## config.mk

```make
export PLATFORM = sky130hd
export DESIGN_NAME = switch_debounce
export DESIGN_NICKNAME = d
export VERILOG_FILES = /design/src/rtl/switch_pkg.sv /design/src/rtl/switch_debounce_bit.sv /design/src/rtl/switch_debounce.sv
export SDC_FILE = /design/constraint.sdc
export NUM_CORES = 1
export LEC_CHECK = 0
export ABC_AREA = 1
export CORE_MARGIN = 2
export CORE_UTILIZATION = 40
export DETAILED_ROUTE_END_ITERATION = 8
export GPL_ROUTABILITY_DRIVEN = 0
export PLACE_DENSITY = 0.7
export REMOVE_ABC_BUFFERS = 1
export SYNTH_ARGS = -nofsm -noshare
export SYNTH_HDL_FRONTEND = slang
export SYNTH_SLANG_ARGS = --single-unit
```

## constraint.sdc

```tcl
create_clock -name iClk -period 1.5 [get_ports iClk]
set_input_delay 0.15 -clock iClk [delete_from_list [all_inputs] [get_ports iClk]]
set_output_delay 0.15 -clock iClk [all_outputs]
set_load 0.05 [all_outputs]
```

## src/rtl/switch_pkg.sv

```systemverilog
// Shared constants for the switch input stage.
package switch_pkg;
    localparam int SW_WIDTH            = 32;
    localparam int SW_SAMPLE_DIV_DEF   = 50000;
    localparam int SW_STABLE_COUNT_DEF = 10;

    // Counter width for a 0..n-1 range, never narrower than one bit.
    function automatic int cnt_width(input int n);
        return (n > 1) ? $clog2(n) : 1;
    endfunction
endpackage

```

## src/rtl/switch_debounce_bit.sv

```systemverilog
// One switch bit: 2-FF synchroniser, then an accept-after-N-differing-samples filter.
module switch_debounce_bit
    import switch_pkg::*;
#(
    parameter int STABLE_COUNT = SW_STABLE_COUNT_DEF
) (
    input  logic iClk,
    input  logic iReset_n,
    input  logic iRaw,
    input  logic iTick,
    output logic oDeb,
    output logic oUpd
);
    localparam int CW = $clog2(STABLE_COUNT + 1);
    localparam logic [CW-1:0] LAST = CW'(STABLE_COUNT - 1);

    logic          sync1_q, sync2_q;
    logic          deb_q, deb_d;
    logic [CW-1:0] cnt_q, cnt_d;
    logic          upd;

    always_ff @(posedge iClk or negedge iReset_n) begin
        if (!iReset_n) begin
            sync1_q <= 1'b0;
            sync2_q <= 1'b0;
            cnt_q   <= '0;
            deb_q   <= 1'b0;
        end else begin
            sync1_q <= iRaw;
            sync2_q <= sync1_q;
            cnt_q   <= cnt_d;
            deb_q   <= deb_d;
        end
    end

    // Any sample matching the current level restarts the run of differing samples.
    always_comb begin
        cnt_d = cnt_q;
        deb_d = deb_q;
        upd   = 1'b0;
        if (iTick) begin
            if (sync2_q == deb_q) begin
                cnt_d = '0;
            end else if (cnt_q == LAST) begin
                deb_d = sync2_q;
                cnt_d = '0;
                upd   = 1'b1;
            end else begin
                cnt_d = cnt_q + 1'b1;
            end
        end
    end

    assign oDeb = deb_q;
    assign oUpd = upd;
endmodule

```

## src/rtl/switch_debounce.sv

```systemverilog
// Switch register input stage: shared sample prescaler, per-bit debouncers, change flags.
module switch_debounce
    import switch_pkg::*;
#(
    parameter int WIDTH        = SW_WIDTH,
    parameter int SAMPLE_DIV   = SW_SAMPLE_DIV_DEF,
    parameter int STABLE_COUNT = SW_STABLE_COUNT_DEF
) (
    input  logic             iClk,
    input  logic             iReset_n,
    input  logic [WIDTH-1:0] iSwitches_raw,
    input  logic             iClear,
    output logic [WIDTH-1:0] oSwitches_data,
    output logic             oChanged,
    output logic [WIDTH-1:0] oChange_mask
);
    localparam int PW = cnt_width(SAMPLE_DIV);
    localparam logic [PW-1:0] PRESC_LAST = PW'(SAMPLE_DIV - 1);

    logic [PW-1:0]    presc_q, presc_d;
    logic             tick;
    logic             changed_q, changed_d;
    logic [WIDTH-1:0] mask_q, mask_d;
    logic [WIDTH-1:0] deb, upd;

    // With SAMPLE_DIV=1 the counter sits at 0 and every cycle is a tick.
    assign tick = (presc_q == PRESC_LAST);

    always_comb begin
        presc_d   = tick ? '0 : presc_q + 1'b1;
        changed_d = |upd;
        mask_d    = (iClear ? '0 : mask_q) | upd;
    end

    always_ff @(posedge iClk or negedge iReset_n) begin
        if (!iReset_n) begin
            presc_q   <= '0;
            changed_q <= 1'b0;
            mask_q    <= '0;
        end else begin
            presc_q   <= presc_d;
            changed_q <= changed_d;
            mask_q    <= mask_d;
        end
    end

    for (genvar gi = 0; gi < WIDTH; gi++) begin : g_bit
        switch_debounce_bit #(
            .STABLE_COUNT(STABLE_COUNT)
        ) u_bit (
            .iClk    (iClk),
            .iReset_n(iReset_n),
            .iRaw    (iSwitches_raw[gi]),
            .iTick   (tick),
            .oDeb    (deb[gi]),
            .oUpd    (upd[gi])
        );
    end

    assign oSwitches_data = deb;
    assign oChanged       = changed_q;
    assign oChange_mask   = mask_q;
endmodule

```

== Yosys cells after proc, flatten, opt, wreduce, memory -nomap -nowiden ==
Index checks and enable logic that the tools add are counted.

* Equality and inequality tests: 65
* Add/subtract/negate cells: 33
* Mux-type cells: 162
* Reductions and logical operators: 33
* Bitwise logic cells: 33

{| class="wikitable"
|+ Operators with widths
! cell !! count
|-
| 4-bit two-way mux || 64
|-
| 4-bit by 1-bit adder with 4-bit output, second input constant || 32
|-
| 4-bit == test, second input constant || 32
|-
| 1-bit two-way mux || 96
|-
| 3-bit AND reduction || 32
|-
| 1-bit == test || 32
|-
| 32-bit two-way mux || 1
|-
| 1-bit NOT || 32
|-
| 32-bit OR || 1
|-
| 32-bit OR reduction || 1
|-
| 16-bit by 1-bit adder with 16-bit output, second input constant || 1
|-
| 16-bit == test, second input constant || 1
|-
| 16-bit two-way mux || 1
|}

* Word-level logic and storage cells: 457
* Output and inout bits: 65
* Input port bits: 35
* Register bits after elaboration: 273

== Longest topological paths before layout ==
* Depth in word-level cells: 5
* Mapped depth: 11
* Mapped depth without buffers: 10

== By module ==
Synthesis repeated with hierarchy kept, for this count alone.

* Cells, all modules: 1767
* Area total of the unflattened synthesis: 13823.3 µm²

{| class="wikitable"
|+ By module, submodules not included
! module !! seq. area each (µm²) !! cells an instance !! instances !! area an instance (µm²)
|-
| switch_debounce_bit at g_bit[0].u_bit ... || 175.2 || 48 || 26 || 364.1
|-
| switch_debounce || 1226.2 || 255 || 1 || 2194.6
|-
| switch_debounce_bit at g_bit[4].u_bit ... || 175.2 || 44 || 6 || 360.3
|}

== Worst setup path after synthesis ==
Ideal clock, no wire load.

* Path type: flip-flop to flip-flop
* From: register presc_q[0]
* To: register g_bit[0].u_bit.deb_q
* Buffers on the path: 1
* Required time: 1372 ps
* Setup time: 128 ps
* Stages on the path, launching flop included: 7
* Path slack: -118 ps
* Data arrival time: 1490 ps
* Clock period less this slack: 1618 ps
* Cells stage by stage: dfrtp_1 -> ha_1 -> nand3_1 -> nor2_2 -> buf_2 -> nand3_1 -> mux2_1

* Word-level cells in the longest chain between the ends: 2

{| class="wikitable"
|+ Ends and longest elaborated chain
! item !! RTL line !! RTL
|-
| start: declaration || switch_debounce.sv:20 || <nowiki>logic [PW-1:0] presc_q, presc_d;</nowiki>
|-
| start signal: assignment || switch_debounce.sv:41 || <nowiki>presc_q <= presc_d;</nowiki>
|-
| 16-bit == test || switch_debounce.sv:27 || <nowiki>assign tick = (presc_q == PRESC_LAST);</nowiki>
|-
| 3-bit AND reduction (no line) || - ||
|-
| end signal: assignment || switch_debounce_bit.sv:27 || <nowiki>deb_q <= 1'b0;</nowiki>
|-
| end signal: assignment || switch_debounce_bit.sv:32 || <nowiki>deb_q <= deb_d;</nowiki>
|-
| end: declaration || switch_debounce_bit.sv:18 || <nowiki>logic deb_q, deb_d;</nowiki>
|}

No other way between the ends.
A chain may end at the register's enable or synchronous reset.

== Final worst setup path ==
* From: register presc_q[0]
* To: register presc_q[15]

* Word-level cells in the longest chain between the ends: 2
* Elaborated cells on any way between the ends: 3
* Those cells by class: add/sub: 1; eq/ne: 1; mux: 1

{| class="wikitable"
|+ Ends and longest elaborated chain
! item !! RTL line !! RTL
|-
| 16-bit by 1-bit adder with 16-bit output or 16-bit == test (tied branches) || switch_debounce.sv:30, switch_debounce.sv:27 ||
|-
| 16-bit two-way mux (*) || switch_debounce.sv:30 || <nowiki>presc_d = tick ? '0 : presc_q + 1'b1;</nowiki>
|-
| net presc_d[15] || switch_debounce.sv:20 ||
|}

Mark *: on every way through the listed nets, which the timed path passes. The rest lies on a longest branch.

==> impl_metrics.json <==
{
  "status": "finished, violations left",
  "violations": "negative setup slack",
  "timing.hold.ws_ps": 35.42,
  "multi_input_comb_area_mm2": 0.005154,
  "cts_tree": "done",
  "critPathArrivalTime_ps": 2190,
  "grt_pass1_vias": 9561,
  "power_uw": 14870,
  "yosysSeqAreaShare_pct": 54.90,
  "yosysWarningCount": 0,
  "layout_common_cells": "dfrtp_1, nand2_1, buf_4",
  "crit_start": "presc_q[0]$_DFF_PN0_",
  "vias": 9787,
  "dieWidth_um": 180.4,
  "drc": 0,
  "portBuffers": 99,
  "setup_viol": 173,
  "worst_pin_slew_ps": 375.5,
  "root_buffer": "clkbuf_16",
  "rsz0062_at_grt": "yes",
  "num-nets-final": 1646,
  "fillerInstances": 2567,
  "r2r_cells": 10,
  "critPathKind": "register to register",
  "hp-class": "input port to register",
  "fin_setup_tns_ps": -17650,
  "vias_per_cell": 4.976,
  "ant_nets": 0,
  "syn2layout_area_growth_pct": 32.14,
  "drt_wl_total_mm": 29.38,
  "core_mm2": 0.03059,
  "cts.path.max_buffers": 3,
  "fin_skew_ps": 10.73,
  "grt.overflow.total": 0,
  "fin_crit_ps": 1733,
  "grt_max_degree": 45,
  "clock_sinks": 273,
  "synth_cell_types": 30,
  "power.density_mw_per_mm2": 904.5,
  "drive_above_1_share_pct": 23.81,
  "fmax_mhz": 577.0,
  "syn-cell-area_mm2": 0.01244,
  "holdPathStages": 1,
  "setup_ws_ps": -233.2,
  "numCtsBuffers": 30,
  "clkSlewWorstSetupHoldPaths_ps": 60,
  "final_util_pct": 53.75,
  "post-route-period-util_pct": 115.5,
  "die-height_um": 180.4,
  "slew_headroom_pct": 74.96,
  "ios": 100,
  "synth_cells": 1333,
  "die_area_mm2": 0.03254,
  "crit_end": "presc_q[15]$_DFF_PN0_",
  "num_antenna_cells": 0,
  "r2r_start": "presc_q[0]$_DFF_PN0_",
  "power.leakage_uw": 0.007778,
  "regToRegSetupSlack_ps": -230,
  "maxCapViolations": 0,
  "synth-seq-cells": 273,
  "cp-start-kind": "register",
  "firstDrtPassIters": 5,
  "crit_required_ps": 1960,
  "final-max-slew-violation-count": 0,
  "clk_latency_ps": 550,
  "ir_worst_vdd_mv": 0.9500,
  "num_rows": 64,
  "drt-wirelength-per-cell_um": 14.94,
  "r2r_end": "presc_q[15]$_DFF_PN0_",
  "dp_hpwl_mm": 18.98,
  "cp-end-kind": "register",
  "final_common_cell": "dfrtp_1",
  "grt_first_pass_wirelength_mm": 46.08,
  "cp_max_fo": 3,
  "drtIter0Drc": 555,
  "antenna_found_initial": 0,
  "pre_cts_ws_ps": -313.5,
  "synth.avg_cell_area_um2": 9.335,
  "htreeDepth": 1,
  "initial_utilization_pct": 40.68,
  "grt_usage_pct": 16.83,
  "hold_viol_final": 0,
  "regArea_mm2": 0.006832
}
## critical path, cell delays in order, from the launching register on
cell and delay, ps:
dfrtp_1 390, buf_4 120, buf_4 100, nand3_1 120
nor2_2 180, nand2_2 100, nor2_4 150, nand3_2 130
o21ai_2 150, nand2_1 70, nor2_1 150
## per-layer routing
layer / routed length, um / vias to the layer above / global-route usage (%)
met4: 676 / 0 / 4.742
met5: 0 / - / 0
met1: 12810 / 4815 / 22.38
met3: 1192 / 53 / 2.567
li1: - / 4749 / -
met2: 14700 / 170 / 28.64
## metrics by stage
stage	cells	area, um^2
final	1967	16440
after global routing	1967	16440
after CTS	1953	15710
after detailed placement	1894	14490
after global placement	1894	14490
after floorplan	1273	12050
## power breakdown
| part | switching [uW] | leakage, uW | internal [uW] |
|---|---|---|---|
| Combinational | 257 | 0.00366 | 152 |
| Sequential | 38.4 | 0.00365 | 7450 |
| Clock | 2940 | 0.000465 | 4030 |
| Total | 3240 | 0.00778 | 11600 |
## final cells by class
cell class,instances,area share [%]
sequential,273,41.55
multi-input combinational,826,31.34
timing repair buffer,247,14.37
clock buffer,41,5.312
inverter,174,4.064
tap,396,3.013
clock inverter,10,0.3424
## cell families after synthesis
group,share of synthesized area (%)
and+or+nand+nor,16.94
AOI/OAI and AO/OA,9.542
buffers and inverters,8.396
xor gates and xnor gates,3.519
adders and majority gates,5.933
DFF,54.90
muxes,0.7642
## cell usage after synthesis, drive strengths merged
| library cell | instances | area (um^2) |
|---|---|---|
| nand4 | 12 | 75.07 |
| a21oi | 10 | 50.05 |
| clkbuf | 7 | 26.28 |
| a22o | 9 | 78.83 |
| nor2 | 90 | 347.8 |
| buf | 53 | 365.3 |
| inv | 174 | 653.1 |
| mux2 | 4 | 45.04 |
| xnor2 | 33 | 289.0 |
| o31ai | 3 | 22.52 |
| nand3 | 103 | 545.5 |
| nand2 | 267 | 1005 |
| nand3b | 12 | 90.09 |
| xor2 | 17 | 148.9 |
| o21a | 1 | 7.510 |
| dfrtp | 273 | 6832 |
| mux2i | 5 | 50.05 |
| ha | 59 | 738.2 |
| o21ai | 138 | 690.7 |
| o22ai | 54 | 337.8 |
| nor3 | 9 | 45.04 |
## flip-flops by register name, indices dropped and copies added, names as in the netlist
register / count
g_bit.u_bit.sync2_q: 32
presc_q: 16
g_bit.u_bit.oDeb: 32
g_bit.u_bit.sync1_q: 32
g_bit.u_bit.cnt_q: 128
oChanged: 1
oChange_mask: 32
## worst min path at each step
| stage | slack, ps | end | startpoint |
|---|---|---|---|
| CTS | 10 | g_bit[8].u_bit.sync1_q$_DFF_PN0_ | iSwitches_raw[8] |
| detailed placement | 80 | g_bit[10].u_bit.cnt_q[1]$_DFFE_PN0N_ | iReset_n |
| finish | 40 | g_bit[15].u_bit.sync1_q$_DFF_PN0_ | iSwitches_raw[15] |
| floorplan | -150 | g_bit[0].u_bit.cnt_q[0]$_DFFE_PN0N_ | iReset_n |
| global placement | 80 | g_bit[10].u_bit.cnt_q[0]$_DFFE_PN0N_ | iReset_n |
| global route | 30 | g_bit[15].u_bit.sync1_q$_DFF_PN0_ | iSwitches_raw[15] |
## timing repair
action | 4_1_cts | 5_1_grt
hold buffers | 1 | 0
setup endpoints to repair | 186 | 202
cloned | 3 | 4
pin swaps | 16 | 27
gates resized for setup | 53 | 111
setup buffers | 5 | 10
hold endpoints to repair | 237 | 0
No activity file was read; power rests on OpenSTA's default activity.
